===== src/rtl/usb_pkg.sv =====
// Shared USB receive definitions.
// Holds the SYNC byte and PID byte constants, the decoded packet-type enum,
// the receive FSM state enum, payload sizing constants and small helpers
// used by the receive packet controller.
package usb_pkg;

  localparam logic [7:0] SYNC_BYTE = 8'h80;

  localparam logic [7:0] PID_OUT   = 8'hE1;
  localparam logic [7:0] PID_IN    = 8'h69;
  localparam logic [7:0] PID_DATA0 = 8'hC3;
  localparam logic [7:0] PID_DATA1 = 8'h4B;
  localparam logic [7:0] PID_ACK   = 8'hD2;
  localparam logic [7:0] PID_NAK   = 8'h5A;
  localparam logic [7:0] PID_STALL = 8'h1E;

  localparam int MAX_PAYLOAD = 64;
  localparam int CRC_BYTES   = 2;

  // Largest legal post-PID byte count of a data packet (payload + CRC16).
  localparam logic [6:0] BODY_MAX = 7'(MAX_PAYLOAD + CRC_BYTES);
  // Buffer fill level at which no further byte may be pushed.
  localparam logic [6:0] BUF_FULL = 7'(MAX_PAYLOAD);

  typedef enum logic [2:0] {
    PKT_NONE  = 3'd0,
    PKT_OUT   = 3'd1,
    PKT_IN    = 3'd2,
    PKT_DATA0 = 3'd3,
    PKT_DATA1 = 3'd4,
    PKT_ACK   = 3'd5,
    PKT_NAK   = 3'd6,
    PKT_STALL = 3'd7
  } rx_pkt_e;

  typedef enum logic [2:0] {
    ST_IDLE = 3'd0,
    ST_PID  = 3'd1,
    ST_BODY = 3'd2,
    ST_DONE = 3'd3,
    ST_ERR  = 3'd4
  } rx_state_e;

  // Maps a PID byte to its packet type; PKT_NONE for a byte that fails the
  // nibble-complement check or is not one of the recognised PIDs.
  function automatic rx_pkt_e decode_pid(input logic [7:0] pid);
    rx_pkt_e t;
    t = PKT_NONE;
    if (pid[7:4] == ~pid[3:0]) begin
      case (pid)
        PID_OUT:   t = PKT_OUT;
        PID_IN:    t = PKT_IN;
        PID_DATA0: t = PKT_DATA0;
        PID_DATA1: t = PKT_DATA1;
        PID_ACK:   t = PKT_ACK;
        PID_NAK:   t = PKT_NAK;
        PID_STALL: t = PKT_STALL;
        default:   t = PKT_NONE;
      endcase
    end
    return t;
  endfunction

  // 7-bit increment that sticks at all-ones instead of wrapping.
  function automatic logic [6:0] sat_inc7(input logic [6:0] v);
    return (v == 7'h7F) ? v : v + 7'd1;
  endfunction

endpackage


===== src/rtl/rx_packet_ctrl_if.sv =====
// Receive-side bus between the byte decoder / data buffer and the
// receive packet controller.
//   byte_valid, rx_byte, eop, buffer_occupancy : decoder/buffer -> controller
//   rx_packet, rx_data_ready, rx_transfer_active, rx_error,
//   store_rx_packet_data, rx_packet_data     : controller -> system/buffer
// master: the side that drives the received bytes (decoder, or a bench).
// slave : the receive packet controller.
interface rx_packet_ctrl_if;
  logic       byte_valid;
  logic [7:0] rx_byte;
  logic       eop;
  logic [6:0] buffer_occupancy;
  logic [2:0] rx_packet;
  logic       rx_data_ready;
  logic       rx_transfer_active;
  logic       rx_error;
  logic       store_rx_packet_data;
  logic [7:0] rx_packet_data;

  modport master (
    output byte_valid, rx_byte, eop, buffer_occupancy,
    input  rx_packet, rx_data_ready, rx_transfer_active, rx_error,
           store_rx_packet_data, rx_packet_data
  );

  modport slave (
    input  byte_valid, rx_byte, eop, buffer_occupancy,
    output rx_packet, rx_data_ready, rx_transfer_active, rx_error,
           store_rx_packet_data, rx_packet_data
  );
endinterface


===== src/rtl/rx_byte_delay.sv =====
// Two-byte holding pipeline for data packets. Every accepted data byte is
// shifted in; o_oldest is the byte that leaves the pipe on the next shift,
// so the last two bytes of a packet (the CRC16) are still held at eop and
// never reach the buffer.
// Ports: clk, n_rst (async active-low), i_clear (start of packet),
//        i_shift, i_byte (byte to shift in), o_oldest (oldest held byte).
module rx_byte_delay (
  input  logic       clk,
  input  logic       n_rst,
  input  logic       i_clear,
  input  logic       i_shift,
  input  logic [7:0] i_byte,
  output logic [7:0] o_oldest
);

  logic [7:0] r_newest;
  logic [7:0] r_oldest;

  always_ff @(posedge clk or negedge n_rst) begin
    if (!n_rst) begin
      r_newest <= 8'h00;
      r_oldest <= 8'h00;
    end else if (i_clear) begin
      r_newest <= 8'h00;
      r_oldest <= 8'h00;
    end else if (i_shift) begin
      r_oldest <= r_newest;
      r_newest <= i_byte;
    end
  end

  assign o_oldest = r_oldest;

endmodule


===== src/rtl/rx_packet_ctrl.sv =====
// Receive packet controller: parses SYNC, PID and body bytes, checks the
// body length per packet type, forwards data payload (minus CRC16) to the
// data buffer and reports the completed packet type or an error.
// Ports: clk, n_rst (async active-low), bus (rx_packet_ctrl_if.slave).
// All outputs are registered.
module rx_packet_ctrl
  import usb_pkg::*;
(
  input logic            clk,
  input logic            n_rst,
  rx_packet_ctrl_if.slave bus
);

  rx_state_e  r_state,      w_state_next;
  logic [6:0] r_cnt,        w_cnt_next;
  rx_pkt_e    r_pkt_type,   w_pkt_type_next;
  logic       r_err_eop,    w_err_eop_next;
  rx_pkt_e    r_packet,     w_packet_next;
  logic       r_data_ready, w_data_ready_next;
  logic       r_active,     w_active_next;
  logic       r_error,      w_error_next;
  logic       r_store,      w_store_next;
  logic [7:0] r_data;

  logic       w_shift;
  logic       w_clear;
  logic [7:0] w_oldest;
  logic       w_byte;
  logic       w_is_data;
  logic       w_is_token;
  logic       w_need_push;
  rx_pkt_e    w_pid_type;

  // A byte arriving together with eop is dropped; eop wins.
  assign w_byte      = bus.byte_valid & ~bus.eop;
  assign w_pid_type  = decode_pid(bus.rx_byte);
  assign w_is_data   = (r_pkt_type == PKT_DATA0) || (r_pkt_type == PKT_DATA1);
  assign w_is_token  = (r_pkt_type == PKT_OUT) || (r_pkt_type == PKT_IN);
  // Two bytes already held: the incoming byte forces the oldest one out.
  assign w_need_push = (r_cnt >= 7'd2);

  rx_byte_delay u_delay (
    .clk      (clk),
    .n_rst    (n_rst),
    .i_clear  (w_clear),
    .i_shift  (w_shift),
    .i_byte   (bus.rx_byte),
    .o_oldest (w_oldest)
  );

  always_comb begin
    w_state_next      = r_state;
    w_cnt_next        = r_cnt;
    w_pkt_type_next   = r_pkt_type;
    w_err_eop_next    = 1'b0;
    w_packet_next     = r_packet;
    w_error_next      = r_error;
    w_data_ready_next = 1'b0;
    w_store_next      = 1'b0;
    w_shift           = 1'b0;
    w_clear           = 1'b0;

    case (r_state)
      ST_IDLE: begin
        if (w_byte) begin
          if (bus.rx_byte == SYNC_BYTE) begin
            w_state_next = ST_PID;
            w_cnt_next   = 7'd0;
            w_error_next = 1'b0;
            w_clear      = 1'b1;
          end else begin
            w_state_next  = ST_ERR;
            w_error_next  = 1'b1;
            w_packet_next = PKT_NONE;
          end
        end
      end

      ST_PID: begin
        if (bus.eop) begin
          // eop already consumed: ERR must not wait for another one.
          w_state_next   = ST_ERR;
          w_err_eop_next = 1'b1;
          w_error_next   = 1'b1;
          w_packet_next  = PKT_NONE;
        end else if (w_byte) begin
          if (w_pid_type != PKT_NONE) begin
            w_state_next    = ST_BODY;
            w_pkt_type_next = w_pid_type;
            w_cnt_next      = 7'd0;
          end else begin
            w_state_next  = ST_ERR;
            w_error_next  = 1'b1;
            w_packet_next = PKT_NONE;
          end
        end
      end

      ST_BODY: begin
        if (bus.eop) begin
          if ((w_is_token && r_cnt == 7'd2) ||
              (w_is_data && r_cnt >= 7'd2) ||
              (!w_is_token && !w_is_data && r_cnt == 7'd0)) begin
            w_state_next      = ST_DONE;
            w_packet_next     = r_pkt_type;
            w_data_ready_next = w_is_data;
          end else begin
            w_state_next   = ST_ERR;
            w_err_eop_next = 1'b1;
            w_error_next   = 1'b1;
            w_packet_next  = PKT_NONE;
          end
        end else if (w_byte) begin
          if (w_is_data) begin
            if ((r_cnt >= BODY_MAX) ||
                (w_need_push && bus.buffer_occupancy >= BUF_FULL)) begin
              w_state_next  = ST_ERR;
              w_error_next  = 1'b1;
              w_packet_next = PKT_NONE;
            end else begin
              w_shift      = 1'b1;
              w_store_next = w_need_push;
              w_cnt_next   = sat_inc7(r_cnt);
            end
          end else begin
            w_cnt_next = sat_inc7(r_cnt);
          end
        end
      end

      ST_DONE: begin
        w_state_next = ST_IDLE;
      end

      ST_ERR: begin
        if (bus.eop || r_err_eop) begin
          w_state_next = ST_IDLE;
        end
      end

      default: begin
        w_state_next = ST_IDLE;
      end
    endcase

    w_active_next = (w_state_next == ST_PID) || (w_state_next == ST_BODY) ||
                    (w_state_next == ST_ERR);
  end

  always_ff @(posedge clk or negedge n_rst) begin
    if (!n_rst) begin
      r_state      <= ST_IDLE;
      r_cnt        <= 7'd0;
      r_pkt_type   <= PKT_NONE;
      r_err_eop    <= 1'b0;
      r_packet     <= PKT_NONE;
      r_data_ready <= 1'b0;
      r_active     <= 1'b0;
      r_error      <= 1'b0;
      r_store      <= 1'b0;
      r_data       <= 8'h00;
    end else begin
      r_state      <= w_state_next;
      r_cnt        <= w_cnt_next;
      r_pkt_type   <= w_pkt_type_next;
      r_err_eop    <= w_err_eop_next;
      r_packet     <= w_packet_next;
      r_data_ready <= w_data_ready_next;
      r_active     <= w_active_next;
      r_error      <= w_error_next;
      r_store      <= w_store_next;
      if (w_store_next) begin
        r_data <= w_oldest;
      end
    end
  end

  assign bus.rx_packet            = r_packet;
  assign bus.rx_data_ready        = r_data_ready;
  assign bus.rx_transfer_active   = r_active;
  assign bus.rx_error             = r_error;
  assign bus.store_rx_packet_data = r_store;
  assign bus.rx_packet_data       = r_data;

endmodule


===== src/flat_wrapper.sv =====
// flat-port wrapper written by rule: the top's interface ports become plain ports
module rx_packet_ctrl_flat import usb_pkg::*;
  (clk, n_rst, bus_byte_valid, bus_rx_byte, bus_eop, bus_buffer_occupancy, bus_rx_packet, bus_rx_data_ready, bus_rx_transfer_active, bus_rx_error, bus_store_rx_packet_data, bus_rx_packet_data);
  rx_packet_ctrl_if bus_i ();
  input logic clk;
  input logic n_rst;
  input wire logic [$bits(bus_i.byte_valid)-1:0] bus_byte_valid;
  input wire logic [$bits(bus_i.rx_byte)-1:0] bus_rx_byte;
  input wire logic [$bits(bus_i.eop)-1:0] bus_eop;
  input wire logic [$bits(bus_i.buffer_occupancy)-1:0] bus_buffer_occupancy;
  output wire logic [$bits(bus_i.rx_packet)-1:0] bus_rx_packet;
  output wire logic [$bits(bus_i.rx_data_ready)-1:0] bus_rx_data_ready;
  output wire logic [$bits(bus_i.rx_transfer_active)-1:0] bus_rx_transfer_active;
  output wire logic [$bits(bus_i.rx_error)-1:0] bus_rx_error;
  output wire logic [$bits(bus_i.store_rx_packet_data)-1:0] bus_store_rx_packet_data;
  output wire logic [$bits(bus_i.rx_packet_data)-1:0] bus_rx_packet_data;
  assign bus_i.byte_valid = bus_byte_valid;
  assign bus_i.rx_byte = bus_rx_byte;
  assign bus_i.eop = bus_eop;
  assign bus_i.buffer_occupancy = bus_buffer_occupancy;
  assign bus_rx_packet = bus_i.rx_packet;
  assign bus_rx_data_ready = bus_i.rx_data_ready;
  assign bus_rx_transfer_active = bus_i.rx_transfer_active;
  assign bus_rx_error = bus_i.rx_error;
  assign bus_store_rx_packet_data = bus_i.store_rx_packet_data;
  assign bus_rx_packet_data = bus_i.rx_packet_data;
  rx_packet_ctrl u_core (.clk(clk), .n_rst(n_rst), .bus(bus_i));
endmodule

===== config.mk =====
export PLATFORM = sky130hd
export DESIGN_NAME = rx_packet_ctrl_flat
export DESIGN_NICKNAME = d
export VERILOG_FILES = /design/src/rtl/usb_pkg.sv /design/src/rtl/rx_packet_ctrl_if.sv /design/src/rtl/rx_byte_delay.sv /design/src/rtl/rx_packet_ctrl.sv /design/src/flat_wrapper.sv
export SDC_FILE = /design/constraint.sdc
export NUM_CORES = 1
export LEC_CHECK = 0
export CAP_MARGIN = 10
export CORE_MARGIN = 2
export CORE_UTILIZATION = 54
export CTS_CLUSTER_SIZE = 28
export DETAILED_ROUTE_END_ITERATION = 10
export PLACE_DENSITY = 0.89
export SLEW_MARGIN = 10
export SYNTH_ARGS = -nofsm -noshare
export SYNTH_HDL_FRONTEND = slang
export SYNTH_SLANG_ARGS = --single-unit

===== constraint.sdc =====
create_clock -name clk -period 3.1 [get_ports clk]
set_clock_uncertainty 0.15 [all_clocks]
set_input_delay 0.62 -clock clk [delete_from_list [all_inputs] [get_ports clk]]
set_output_delay 0.62 -clock clk [all_outputs]
set_load 0.02 [all_outputs]

* Yosys cells after proc, flatten, opt, wreduce, memory -nomap -nowiden *
Cells that the tools add are included.

word-level totals
  output and inout bits = 15
  input port bits = 19
  register bits = 45

operators by class
  mux-type cells = 71
  bitwise logic cells = 3
  add/sub/neg operators = 1
  magnitude comparators = 3
  equality and inequality tests = 36
  reduce and logical (&&, ||, !) cells = 24

operator list
  operator                                                  count
  two-way mux 7 bit                                         10
  two-way mux 3 bit                                         22
  == test 8 bit, second input constant                      4
  two-way mux 8 bit                                         4
  two-way mux 1 bit                                         29
  == test 8 x 7 -> 1 bit, second input constant             3
  one-hot mux 3 bit (7 select lines)                        1
  one-hot mux 7 bit (3 select lines)                        1
  AND reduction 8 bit                                       2
  greater-or-equal comparator 7 bit, second input constant  2
  == test 3 x 2 -> 1 bit, second input constant             4
  != test 3 x 2 -> 1 bit, second input constant             4
  one-hot mux 3 bit (4 select lines)                        1
  != test 2 x 1 -> 1 bit, second input constant             5
  == test 3 x 1 -> 1 bit, second input constant             3
  == test 3 bit, second input constant                      3
  != test 3 bit, second input constant                      3
  one-hot mux 3 bit (3 select lines)                        1
  AND reduction 9 bit                                       1
  == test 8 x 5 -> 1 bit, second input constant             1
  logical OR 1 bit                                          8
  adder 7 x 1 -> 7 bit, second input constant               1
  == test 7 x 2 -> 1 bit, second input constant             1
  == test 7 bit, second input constant                      1
  other kinds (15)                                          23

* Longest topological paths before layout *
  word-level depth = 12
  depth in mapped cells = 8

* Hierarchy *
Synthesis repeated with hierarchy kept, for this count alone.

second synthesis, totals
  cells, all modules = 245
  area total of the unflattened synthesis = 2,431.1 µm²

by module, submodules not included
  module          seq. area each (µm²)  area each (µm²)  instances  cells each
  rx_packet_ctrl  725.7                 1,770.4          1          193
  rx_byte_delay   400.4                 660.6            1          52

* Worst setup path after synthesis *
Ideal clock, no wire load.

  path type = input -> register
  start point = input bus_rx_byte[0]
  end point = register u_core.r_active (netlist: u_core.bus.rx_transfer_active)
  required time = 2,818 ps
  path buffers = 0
  library setup time = 132 ps
  setup slack = 616 ps
  stages on the path = 6
  arrival = 2,203 ps
  cell sequence = nor4_1 -> nand3_1 -> a311o_1 -> a32oi_1 -> or3b_1 -> or3b_1

on the way
  cells in the longest elaborated chain, start to end = 11
  elaborated cells between the ends (all ways) = 24

RTL lines
  what                                                                 RTL line                      text
  start: declaration                                                   flat_wrapper.sv:8             input wire logic [$bits(bus_i.rx_byte)-1:0] bus_rx_byte;
  == test 8 x 5 -> 1 bit, or another cell as far along                 usb_pkg.sv:50                 case (pid)
  one-hot mux 3 bit (7 select lines) or == test 4 bit (tied branches)  usb_pkg.sv:50, usb_pkg.sv:49
  two-way mux 3 bit                                                    usb_pkg.sv:49                 if (pid[7:4] == ~pid[3:0]) begin
  nonzero test 3 bit                                                   rx_packet_ctrl.sv:87          if (w_pid_type != PKT_NONE) begin
  two-way mux 3 bit                                                    rx_packet_ctrl.sv:87
  two-way mux 3 bit                                                    rx_packet_ctrl.sv:86          end else if (w_byte) begin
  two-way mux 3 bit                                                    rx_packet_ctrl.sv:80          if (bus.eop) begin
  one-hot mux 3 bit (4 select lines) *                                 rx_packet_ctrl.sv:63          case (r_state)
  via u_core.w_state_next[2]                                           rx_packet_ctrl.sv:14          rx_state_e r_state, w_state_next;
  == test 3 x 1 -> 1 bit or == test 3 x 2 -> 1 bit (tied branches)     rx_packet_ctrl.sv:146         w_active_next = (w_state_next == ST_PID) || (w_state_next == ST_BODY) ||
  logical OR 1 bit                                                     rx_packet_ctrl.sv:146
  logical OR 1 bit *                                                   rx_packet_ctrl.sv:146
  via u_core.w_active_next                                             rx_packet_ctrl.sv:20          logic r_active, w_active_next;
  end signal: assignment                                               rx_packet_ctrl.sv:169         r_active <= w_active_next;
  end: declaration                                                     rx_packet_ctrl.sv:20

Mark *: on every way through the listed nets, which the timed path passes. The rest lies on a longest branch.
A chain may end at the register's enable or synchronous reset.

* Worst setup path after layout *
  start point = input bus_rx_byte[2]
  end point = register u_core.r_active (netlist: u_core.bus.rx_transfer_active)

Same word-level chain as after synthesis.

==> flow_metrics.tcl <==
set metrics [dict create \
    synth_flop_cell "sky130_fd_sc_hd__dfrtp_1" \
    setup.worst_path.class "in -> reg" \
    r2r_cells 8 \
    worst_ir_drop_vdd_mv 0.289 \
    placeableCoreArea_mm2 0.00432 \
    arrival_ns 2.92 \
    crit_chain "clkdlybuf4s50_1 > nor4_1 > nand3_1 > a311o_1 > a32oi_1 > or3b_1 > or3b_1" \
    hold-worst-slack_ns 0.315 \
    maxCapViolations 0 \
    routabilityCongestion 0.955 \
    final.period_utilization 0.932 \
    grt_pass1_vias 1991 \
    grtUsageTotal 0.231 \
    synth_enable_flop_cells 0 \
    dpl_cells 329 \
    clkPwrFrac 0.349 \
    worst_pin_slew_ns 0.998 \
    clkLatencyLatePin_ns 0.30 \
    setup-tns-final_ns 0 \
    leftover_overflow_at_the_end_of_global_routing 0 \
    synth-seq-area-share 0.469 \
    report.final.setup_viol 0 \
    design.die.area_mm2 0.00500 \
    insertedDiodeCount 0 \
    worst-endpoint-required_ns 3.13 \
    p_sw_frac 0.256 \
    synth_largest_area_cell "sky130_fd_sc_hd__dfrtp_1" \
    detail_route.first_pass.iterations 4 \
    tritoncts "built" \
    ctsRootBufferMaster "sky130_fd_sc_hd__clkbuf_8" \
    power.net_switching_uw 286 \
    area.growth.synth_to_final_pct 20.2 \
    post_synth_main_area_contributors "sky130_fd_sc_hd__dfrtp_1 (47%), sky130_fd_sc_hd__mux2_2 (4.7%), sky130_fd_sc_hd__o21ai_0 (4.4%)" \
    antenna_found_initial 0 \
    post_synthesis_net_count 268 \
    seq_power_share 0.548 \
    cts-resized-gates 0 \
    avgViaCountPerCell 6.04 \
    finalCriticalPeriod_ns 2.89 \
    initial_utilization 0.556 \
    detail_route.wl_per_cell_um 16.0 \
    endpoint_of_the_most_critical_register_to_register_path "u_core.bus.rx_transfer_active" \
    clock-sinks 45 \
    regToRegStartpoint "u_core.r_cnt[1]" \
    synth_top_area_share 0.469 \
    final_layout_size_suffix_gt1_frac 0.126 \
    final-instance-count-excl-fill 337 \
    max-slew-margin-rel 0.335 \
    ant_nets_after_route 0 \
    most_frequent_cell_on_critical_path "sky130_fd_sc_hd__or3b_1" \
    largest_net_degree_at_the_start_of_global_routing 46 \
    dp_hpwl_mm 3.71 \
    run_status "complete, no violations" \
    remaining_design_rule_violation_count 0 \
    timing.reg2reg.setup_slack_ns 0.50 \
    power.internal_uw 833 \
    grt_first_pass_wirelength_mm 9.22 \
    ctsHoldBuffers 0 \
    max_freq_ghz 0.346 \
    rsz0062_at_grt "false" \
    hold_class "in -> async" \
    maxSlewViolCount 0 \
    total_leakage_power_nw 1.27 \
    num-fill-cells 357 \
    critical_path.startpoint_type "primary input" \
    most_common_cell_in_the_netlist "sky130_fd_sc_hd__dfrtp_1" \
    synth.distinct_cells 48 \
    dr_total_vias 2037 \
    maximum_buffer_depth_of_the_clock_tree 2 \
    die_y_um 70.7 \
    fin_nets 306 \
    wl_mm 5.40 \
    power.density_cell_area_mw_per_mm2 388 \
    post_cts_setup_bufs 0 \
    htree_num_levels 2 \
    synth-seq-cells 45 \
    critPathMaxStageDelay_ns 0.48 \
    final-hold-violation-count 0 \
    synth_common_cells "sky130_fd_sc_hd__dfrtp_1 (45), sky130_fd_sc_hd__nand2_1 (27), sky130_fd_sc_hd__nor2_1 (25)" \
    yosysWarnings 0 \
    report.power.total_mw 1.12 \
    critical_path.max_fanout 4 \
    cpMaxStageDelayCell "sky130_fd_sc_hd__clkdlybuf4s50_1" \
    critical_path.endpoint_type "flip-flop" \
    syn_area_mm2 0.00240 \
    pin_count 34 \
    asyncSetResetFlopFracSynth 1.00 \
    port_buffers 27 \
    cts.reportedPaths.clkPinSlew_ns 0.09 \
    finalCoreUtilization 0.668 \
    die_width_um 70.7 \
    power.share.combinational 0.102 \
    postSynthCellCount 246 \
    syn_avg_cell_area_um2 9.77 \
    placementRows 24 \
    cts_made_buffers 5 \
    dr.first_iter.drc_count 198 \
]
-- stage by stage --
step | worst slack [ns] | area (µm²)
after floorplan | 0.616 | 2400
after global placement | 0.0590 | 2790
after detailed placement | -0.0309 | 2790
after CTS | 0.287 | 2890
after global routing | 0.0934 | 2890
final | 0.212 | 2890
-- flip-flops by register name, indices dropped and copies added, names as in the netlist, 3 cells and up --
signal	cells
u_core.bus.rx_packet_data	8
u_core.u_delay.o_oldest	8
u_core.u_delay.r_newest	8
u_core.r_cnt	7
u_core.bus.rx_packet	3
u_core.r_pkt_type	3
u_core.r_state	3
-- area by class of cell --
| type | instances | area [µm²] | share of cell area |
|---|---|---|---|
| clock buffer | 6 | 82.6 | 0.0286 |
| clock inverter | 2 | 17.5 | 0.00606 |
| inverter | 6 | 22.5 | 0.00780 |
| multi-input combinational | 187 | 1220 | 0.422 |
| sequential | 45 | 1130 | 0.390 |
| tap | 52 | 65.1 | 0.0225 |
| timing repair buffer | 39 | 355 | 0.123 |
-- critical path, delay by kind of cell --
family	cells	cell delay, ns
buf+inv	1	0.48
simple gates	4	1.30
compound gates	2	0.53
-- power by group through the flow --
stage / registers, mW / clock network (mW) / logic (mW)
global placement: 0.625 / 0 / 0.108
detailed placement: 0.625 / 0 / 0.112
floorplan: 0.624 / 0 / 0.0569
CTS: 0.614 / 0.401 / 0.114
finish: 0.614 / 0.391 / 0.115
global route: 0.617 / 0.426 / 0.127
-- cell families (layout without fill, tap and decap cells) --
logic type | after synthesis | in the layout | synth area share
buf+inv | 14 | 53 | 0.0239
mux | 19 | 19 | 0.0843
simple gates | 105 | 105 | 0.241
xor+xnor | 2 | 2 | 0.00729
flops | 45 | 45 | 0.469
compound gates | 58 | 58 | 0.159
fa+ha+maj | 3 | 3 | 0.0156
-- cell usage in the layout, fill, tap and decap left out, drive strengths merged, types with 2 or more instances in the layout --
cell	Yosys	final
a21oi	9	9
a22o	4	4
a32oi	2	2
buf	2	13
clkbuf	6	6
clkdlybuf4s50	0	26
dfrtp	45	45
ha	3	3
inv	6	7
mux2	10	10
mux2i	9	9
nand2	27	27
nand2b	4	4
nand3	7	7
nand3b	3	3
nand4	2	2
nor2	25	25
nor2b	9	9
nor3	6	6
nor3b	3	3
nor4	4	4
nor4b	2	2
nor4bb	5	5
o211ai	5	5
o21a	4	4
o21ai	22	22
or3	2	2
or3b	2	2
or4	2	2
xor2	2	2
-- layer usage --
| layer | GRT usage | vias to the layer above | share of wire |
|---|---|---|---|
| li1 | - | 968 | - |
| met5 | 0 | - | 0 |
| met1 | 0.298 | 976 | 0.44 |
| met3 | 0.0413 | 16 | 0.048 |
| met4 | 0.115 | 0 | 0.028 |
| met2 | 0.376 | 77 | 0.48 |
-- how the worst max path moves through the flow --
stage / start / end / cells past startpoint / slack (ns)
detailed placement: bus_rx_byte[2] / u_core.bus.rx_transfer_active / 7 / -0.03
finish: bus_rx_byte[2] / u_core.bus.rx_transfer_active / 7 / 0.21
CTS: bus_rx_byte[2] / u_core.bus.rx_transfer_active / 7 / 0.29
global placement: bus_rx_byte[2] / u_core.bus.rx_transfer_active / 7 / 0.06
global route: bus_rx_byte[2] / u_core.bus.rx_transfer_active / 7 / 0.09
floorplan: bus_rx_byte[0] / u_core.bus.rx_transfer_active / 6 / 0.62
No activity file was read; power rests on OpenSTA's default activity.
